<file path="config.mk">
export PLATFORM = sky130hd
export DESIGN_NAME = onehot_state_reg_p
export DESIGN_NICKNAME = d
export VERILOG_FILES = /design/src/rtl/onehot_pkg.sv /design/src/rtl/onehot_state_reg_p_enc.sv /design/src/rtl/onehot_state_reg_p.sv
export SDC_FILE = /design/constraint.sdc
export NUM_CORES = 1
export LEC_CHECK = 0
export BUFFER_PORTS_ARGS = -buffer_cell sky130_fd_sc_hd__buf_2
export CAP_MARGIN = 20
export CELL_PAD_IN_SITES_DETAIL_PLACEMENT = 0
export CELL_PAD_IN_SITES_GLOBAL_PLACEMENT = 1
export CORE_MARGIN = 2
export CORE_UTILIZATION = 25
export DETAILED_ROUTE_END_ITERATION = 8
export GPL_ROUTABILITY_DRIVEN = 0
export PLACE_DENSITY_LB_ADDON = 0.1
export SETUP_SLACK_MARGIN = 0.4
export SLEW_MARGIN = 20
export SYNTH_ARGS = -nofsm -noshare
export SYNTH_HDL_FRONTEND = slang
export SYNTH_HIERARCHICAL = 1
export SYNTH_SLANG_ARGS = --single-unit
</file>
<file path="constraint.sdc">
create_clock -name CLK -period 2 [get_ports CLK]
set_input_delay 0.4 -clock CLK [delete_from_list [all_inputs] [get_ports CLK]]
set_output_delay 0.4 -clock CLK [all_outputs]
set_load 0.02 [all_outputs]
</file>
<file path="src/rtl/onehot_pkg.sv">
// onehot_pkg: one-hot validity and lowest-set-bit index helpers, sized for up to 32 states
package onehot_pkg;
  localparam int MAX_N = 32;
  function automatic logic is_onehot(input logic [MAX_N-1:0] v);
    return (v != '0) && ((v & (v - 1'b1)) == '0);
  endfunction
  function automatic logic [4:0] onehot_idx(input logic [MAX_N-1:0] v);
    logic [4:0] r;
    r = '0;
    for (int i = MAX_N - 1; i >= 0; i--) if (v[i]) r = 5'(i);
    return r;
  endfunction
endpackage

</file>
<file path="src/rtl/onehot_state_reg_p_enc.sv">
// onehot_enc: one-hot to binary index, lowest set bit wins, all-zero gives 0
module onehot_enc
  import onehot_pkg::*;
#(
  parameter int N = 6,
  parameter int IDX_W = $clog2(N)
) (
  input  logic [N-1:0]     oh,
  output logic [IDX_W-1:0] idx
);
  assign idx = IDX_W'(onehot_idx(MAX_N'(oh)));
endmodule

</file>
<file path="src/rtl/onehot_state_reg_p.sv">
// onehot_state_reg_p: parametrised one-hot state register with force, illegal detection/recovery and dwell counter
module onehot_state_reg_p
  import onehot_pkg::*;
#(
  parameter int N = 6,
  parameter int RESET_STATE = 0,
  parameter int RECOVER = 1,
  parameter int CNT_W = 8,
  parameter int IDX_W = $clog2(N)
) (
  input  logic             CLK,
  input  logic             CLRN,
  input  logic             EN,
  input  logic             FORCE,
  input  logic [IDX_W-1:0] FORCE_IDX,
  input  logic [N-1:0]     nxt_state,
  input  logic             err_clr,
  output logic [N-1:0]     state,
  output logic [IDX_W-1:0] state_idx,
  output logic             changed,
  output logic [CNT_W-1:0] dwell,
  output logic             illegal,
  output logic             err_sticky
);
  localparam logic [N-1:0] RST_OH = N'(1) << RESET_STATE;
  localparam logic [CNT_W-1:0] DWELL_MAX = '1;
  logic [N-1:0] next;
  logic force_ok, nxt_ok, bad;
  assign force_ok = 32'(FORCE_IDX) < N;
  assign nxt_ok = is_onehot(MAX_N'(nxt_state));
  always_comb begin
    next = FORCE ? (force_ok ? N'(1) << FORCE_IDX : RST_OH)
         : EN ? ((nxt_ok || RECOVER == 0) ? nxt_state : RST_OH)
         : state;
    bad = FORCE ? !force_ok : EN && !nxt_ok;
  end
  always_ff @(posedge CLK or negedge CLRN) begin
    if (!CLRN) begin
      state <= RST_OH;
      changed <= 1'b0;
      dwell <= '0;
      illegal <= 1'b0;
      err_sticky <= 1'b0;
    end else begin
      state <= next;
      changed <= next != state;
      dwell <= (next != state) ? '0 : (dwell == DWELL_MAX) ? dwell : dwell + CNT_W'(1);
      illegal <= bad;
      err_sticky <= bad | (err_sticky & ~err_clr);
    end
  end
  onehot_enc #(.N(N), .IDX_W(IDX_W)) u_enc (.oh(state), .idx(state_idx));
endmodule

</file>
* Yosys cells after proc, flatten, opt, wreduce, memory -nomap -nowiden
Index checks and enable logic that the tools add are counted.
** Storage, ports and cells
- Register bits :: 17
- Output and inout bits :: 20
- Word-level logic and storage cells :: 35
- Input port bits :: 14
** Operators by class
- Reduce and logical (&&, ||, !) cells :: 6
- Shifts and indexed selects :: 1
- Order comparisons :: 1
- Add/sub/neg operators :: 2
- Mux-type cells :: 13
- Equal/unequal tests :: 3
- Bitwise gates (word level) :: 4
** Operators with widths (number)
- 6-bit by 32-bit bitwise AND with 32-bit output :: 1
- 32-bit logical NOT :: 1
- 6-bit 2-to-1 mux :: 4
- 3-bit 2-to-1 mux :: 6
- 8-bit 2-to-1 mux :: 2
- 8-bit by 1-bit adder with 8-bit output, second input constant :: 1
- 8-bit equality test, second input constant :: 1
- 6-bit by 1-bit subtractor with 7-bit output, second input constant :: 1
- 6-bit inequality test :: 1
- 6-bit nonzero test :: 1
- 1-bit by 3-bit << shifter with 6-bit output, first input constant :: 1
- 3-bit less-than comparator, second input constant :: 1
- 1-bit logical AND :: 2
- 1-bit logical NOT :: 2
- 2-bit inequality test, second input constant :: 1
- 1-bit bitwise AND :: 1
- 1-bit 2-to-1 mux :: 1
- 1-bit NOT :: 1
- 1-bit OR :: 1

* Logic depth before layout (Yosys ltp)
- Depth in word-level cells :: 9
- Depth in mapped cells :: 7
- Gate-level depth less buffers :: 7

* By module
The synthesis kept the hierarchy.
** Modules (own cells, without submodules)
- onehot_state_reg_p :: seq. area each 426.7 um^2, instances 1, cells an instance 132, area each 1196.1 um^2
- onehot_enc :: seq. area each 0.0 um^2, instances 1, cells an instance 8, area each 50.0 um^2

* Worst setup path before layout
No wires, ideal clock.
- Path type :: register to output
- Start :: register state[3]
- End :: output port state_idx[2]
- Arrival time :: 1.388 ns
- Data required time :: 1.600 ns
- Path slack :: 0.212 ns
- Cell stages (with the launch flop) :: 3
- Path buffers :: 0
- Cells stage by stage :: dfrtp_1 > nor2_1 > nor4b_1
** Between the ends
- Cells in the longest elaborated chain, start to end :: 4
** Ends and longest elaborated chain
- start: declaration :: line onehot_state_reg_p.sv:18 : output logic [N-1:0] state,
- start signal: assignment :: line onehot_state_reg_p.sv:45 : state <= next;
- 3-bit 2-to-1 mux (4 in series) :: line onehot_pkg.sv:10 : for (int i = MAX_N - 1; i >= 0; i--) if (v[i]) r = 5'(i);
- end: declaration :: line onehot_state_reg_p.sv:19 : output logic [IDX_W-1:0] state_idx,
Every way passes these cells.

* Worst setup path in the final report
- Start :: register state[1]
- End :: register dwell[7]
** Between the ends
- Cells in the longest elaborated chain, start to end :: 4
- Elaborated cells between the ends (all ways) :: 5
- Those cells by class :: eq/ne (2); mux (3)
** Ends and longest elaborated chain
- 6-bit 2-to-1 mux :: line onehot_state_reg_p.sv:33 : : EN ? ((nxt_ok || RECOVER == 0) ? nxt_state : RST_OH)
- 6-bit 2-to-1 mux :: line onehot_state_reg_p.sv:32 : next = FORCE ? (force_ok ? N'(1) << FORCE_IDX : RST_OH)
- 6-bit inequality test (*) :: line onehot_state_reg_p.sv:47 : dwell <= (next != state) ? '0 : (dwell == DWELL_MAX) ? dwell : dwell + CNT_W'(1);
- 2-bit inequality test (no source line) / 8-bit 2-to-1 mux (equally long branches)
- end signal: assignment :: line onehot_state_reg_p.sv:47
- end: declaration :: line onehot_state_reg_p.sv:21 : output logic [CNT_W-1:0] dwell,
Mark *: on every way between the ends. The rest lies on a longest branch, timed or not.
A chain may end at the register's enable or synchronous reset.

==> results by group <==
Status
  • Status: completed

Final layout
  • Final nets: 200
  • Most frequent cells in the layout: buf_2 (29), nor2_1 (13), dfrtp_1 (12)
  • Layout cells sized above 1: 41.8%
  • Area delta synth->final: 43.9%
  • Most common cell after layout, fill and taps aside: buf_2
  • N_diodes: 0

Worst setup path
  • FF-to-FF path depth: 7
  • Reg-to-reg critical path startpoint: state[1]
  • Startpoint Class: flip-flop
  • CP Capture Type: flip-flop
  • Worst endpoint required time: 2.17 ns
  • R2r endpoint: dwell[7]
  • FF-to-FF setup slack: 0.25 ns
  • Critical path class: reg2reg
  • Critical path peak fanout: 6
  • WP data arrival: 1.92 ns

Global routing
  • Antenna violations before repair: 0
  • Vias in the first global route: 1241
  • First-pass GRT wire length: 5870 um
  • Largest net degree at the start of global routing: 20
  • Grt total ovfl: 0
  • GRT Total Usage: 13.8%

Yosys
  • Distinct cells, synth: 47
  • Syn avg cell area: 8.90 um^2
  • EDFF count, synth: 0
  • Predominant post-synthesis flop cell: dfrtp_1
  • XOR/XNOR Fraction of Synth Area: 4.22%
  • Post-Synth Simple-Gate Area: 30.9%
  • Seq/Total Area, Yosys: 34.2%
  • Share of the synthesized area in the top cell type: 32.1%
  • Complex-gate fraction of the synthesized area: 22.0%
  • Syn_nets: 155
  • Synth Cell Area: 1250 um^2
  • Synth Register Bits: 17
  • Synthesized netlist cell count: 140
  • Cell taking the most area after synthesis: dfrtp_1
  • Adder-cell share of the synthesized area: 1.00%
  • Largest family of logic cells by synthesized area: simple AND/OR/NAND/NOR gates
  • Async SR Flop Fraction: 100%
  • Synth warn: 6
  • Mux cell area share after synthesis: 3.41%
  • Top cells by area, synth: dfrtp_1 (32%), nor2_1 (4.5%), nand4b_1 (4.2%), o21ai_0 (4.0%), nand3_1 (3.2%)

Floorplanning
  • Die Wd: 74.6 um
  • Die area: 5570 um^2
  • Rows: 25
  • Die height: 74.6 um
  • Io pins: 34
  • Initial core utilization: 26.2%
  • Placeable Area: 4750 um^2

Place
  • PortBufs: 33
  • Post-detail-place hpwl: 2600 um
  • Place WS: 0.0484 ns

Route
  • 1st-iter DRT viols: 38
  • Final antenna-violating net count: 0
  • Max Used Layer: met4
  • Detail Route met2 WL: 2000 um
  • Met3 wire length: 107 um
  • DR WL/cell: 15.0 um
  • Drt pass-1 iters: 4
  • Wl on met1: 1630 um
  • DRC errors left: 0
  • Avg Vias per Cell: 5.16
  • Via count: 1296
  • Total Wirelength: 3760 um

Worst hold path
  • Min-delay worst type: in2async

Timing
  • Clk_skew: 0.00673 ns
  • Max_slew headroom: 72.7%
  • Unrepaired setup endpoints after global routing: true
  • Final worst-path setup slack: 0.249 ns
  • Final setup fails: 0
  • Max Slew Vio Count: 0
  • Clock period minus worst slack: 1.75 ns
  • Max Fclk: 0.571 GHz
  • Worst slew pin tran: 0.410 ns
  • Setup_tns: 0 ns
  • Fin Hold WS: 0.0615 ns
  • Fin crit share: 87.5%
  • Hold Vio Cnt, Final: 0

Clocking
  • Clk_lat worst skew: 0.25 ns
  • Worst-path clk slew: 0.07 ns
  • Clk sinks: 17
  • CTS buffer count: 3
  • Htree depth: 1
  • CTS max path bufs: 2
  • # hold bufs at CTS: 0
  • CTS tree: done
  • Clock Root Buffer: clkbuf_8

Pwr
  • Pwr dens: 535 nW/um^2
  • Peak supply drop: 163 uV
  • Static Leak: 0.750 nW

Flow run
  • MaxCap Viol Count: 0
state kept, by name, indices dropped and copies added (netlist names):
name	count
err_sticky	1
changed	1
state	6
dwell	8
illegal	1
metal layers:
| layer | global-route usage, % | vias to the layer above |
|---|---|---|
| met5 | 0 | - |
| met2 | 24.1 | 32 |
| li1 | - | 624 |
| met3 | 2.57 | 2 |
| met1 | 17.1 | 638 |
| met4 | 4.37 | 0 |
Yosys cell counts (all sizes together) (3+ instances only):
master and count:
clkbuf 3, nand2 10, nor4bb 4, nand4b 6
xor2 4, nand3 8, dfrtp 16, inv 7
a211oi 3, nand3b 3, buf 3, a221oi 3
o21ai 10, a21oi 5, nor2 15, nand2b 5
cell families (layout without fill, tap and decap cells):
group                      after synthesis  in the layout
and+or+nand+nor                         65             65
xor gates and xnor gates                 6              6
DFF                                     17             17
buffers and inverters                   13             56
AOI/OAI and AO/OA                       34             35
muxes                                    4              4
adders and majority gates                1              1
timing repair:
item,in CTS,in global routing
resized for setup,4,30
gates cloned,0,1
pin swaps,0,3
setup buffers,5,4
endpoints found under the setup margin,11,15
cell type report:
cell class,instances,area [um^2]
timing repair buffer,45,304
tap,67,83.8
clock buffer,4,45.0
sequential,17,432
fill,516,2960
inverter,7,26.3
multi-input combinational,111,902
through the flow:
stage / area, um^2 / util (%) / cells / power (W)
after floorplan: 1270 / - / 140 / 0.000555
after CTS: 1610 / 33.9 / 246 / 0.000919
after detailed placement: 1520 / 32.0 / 237 / 0.000648
after global placement: 1520 / 32.0 / 237 / 0.000642
final: 1790 / 37.7 / 251 / 0.000958
after global routing: 1790 / 37.7 / 251 / 0.00102
worst max path at each step:
stage                      start        to  slack, ns  depth (start not counted)
floorplan           FORCE_IDX[0]  dwell[3]       0.35                          5
global placement    FORCE_IDX[1]  dwell[7]       0.05                          6
detailed placement  FORCE_IDX[1]  dwell[7]       0.05                          6
CTS                     state[1]  dwell[7]       0.24                          6
global route            state[1]  dwell[3]       0.15                          7
finish                  state[1]  dwell[7]       0.25                          7
critical path: stages, from the launching register on:
cell       delay, ns
dfrtp_2         0.39
buf_12          0.12
nor4bb_1        0.27
a211oi_1        0.08
o211ai_1        0.19
o221a_2         0.27
o2111ai_4       0.16
a211oi_2        0.17
where the power goes:
group | internal [W] | leakage, nW | switching [W]
Combinational | 0.000133 | 0.510 | 0.000165
Clock | 0.000141 | 0.0228 | 0.000115
Sequential | 0.000369 | 0.217 | 0.0000352
Power figures use the tool's default switching activity.
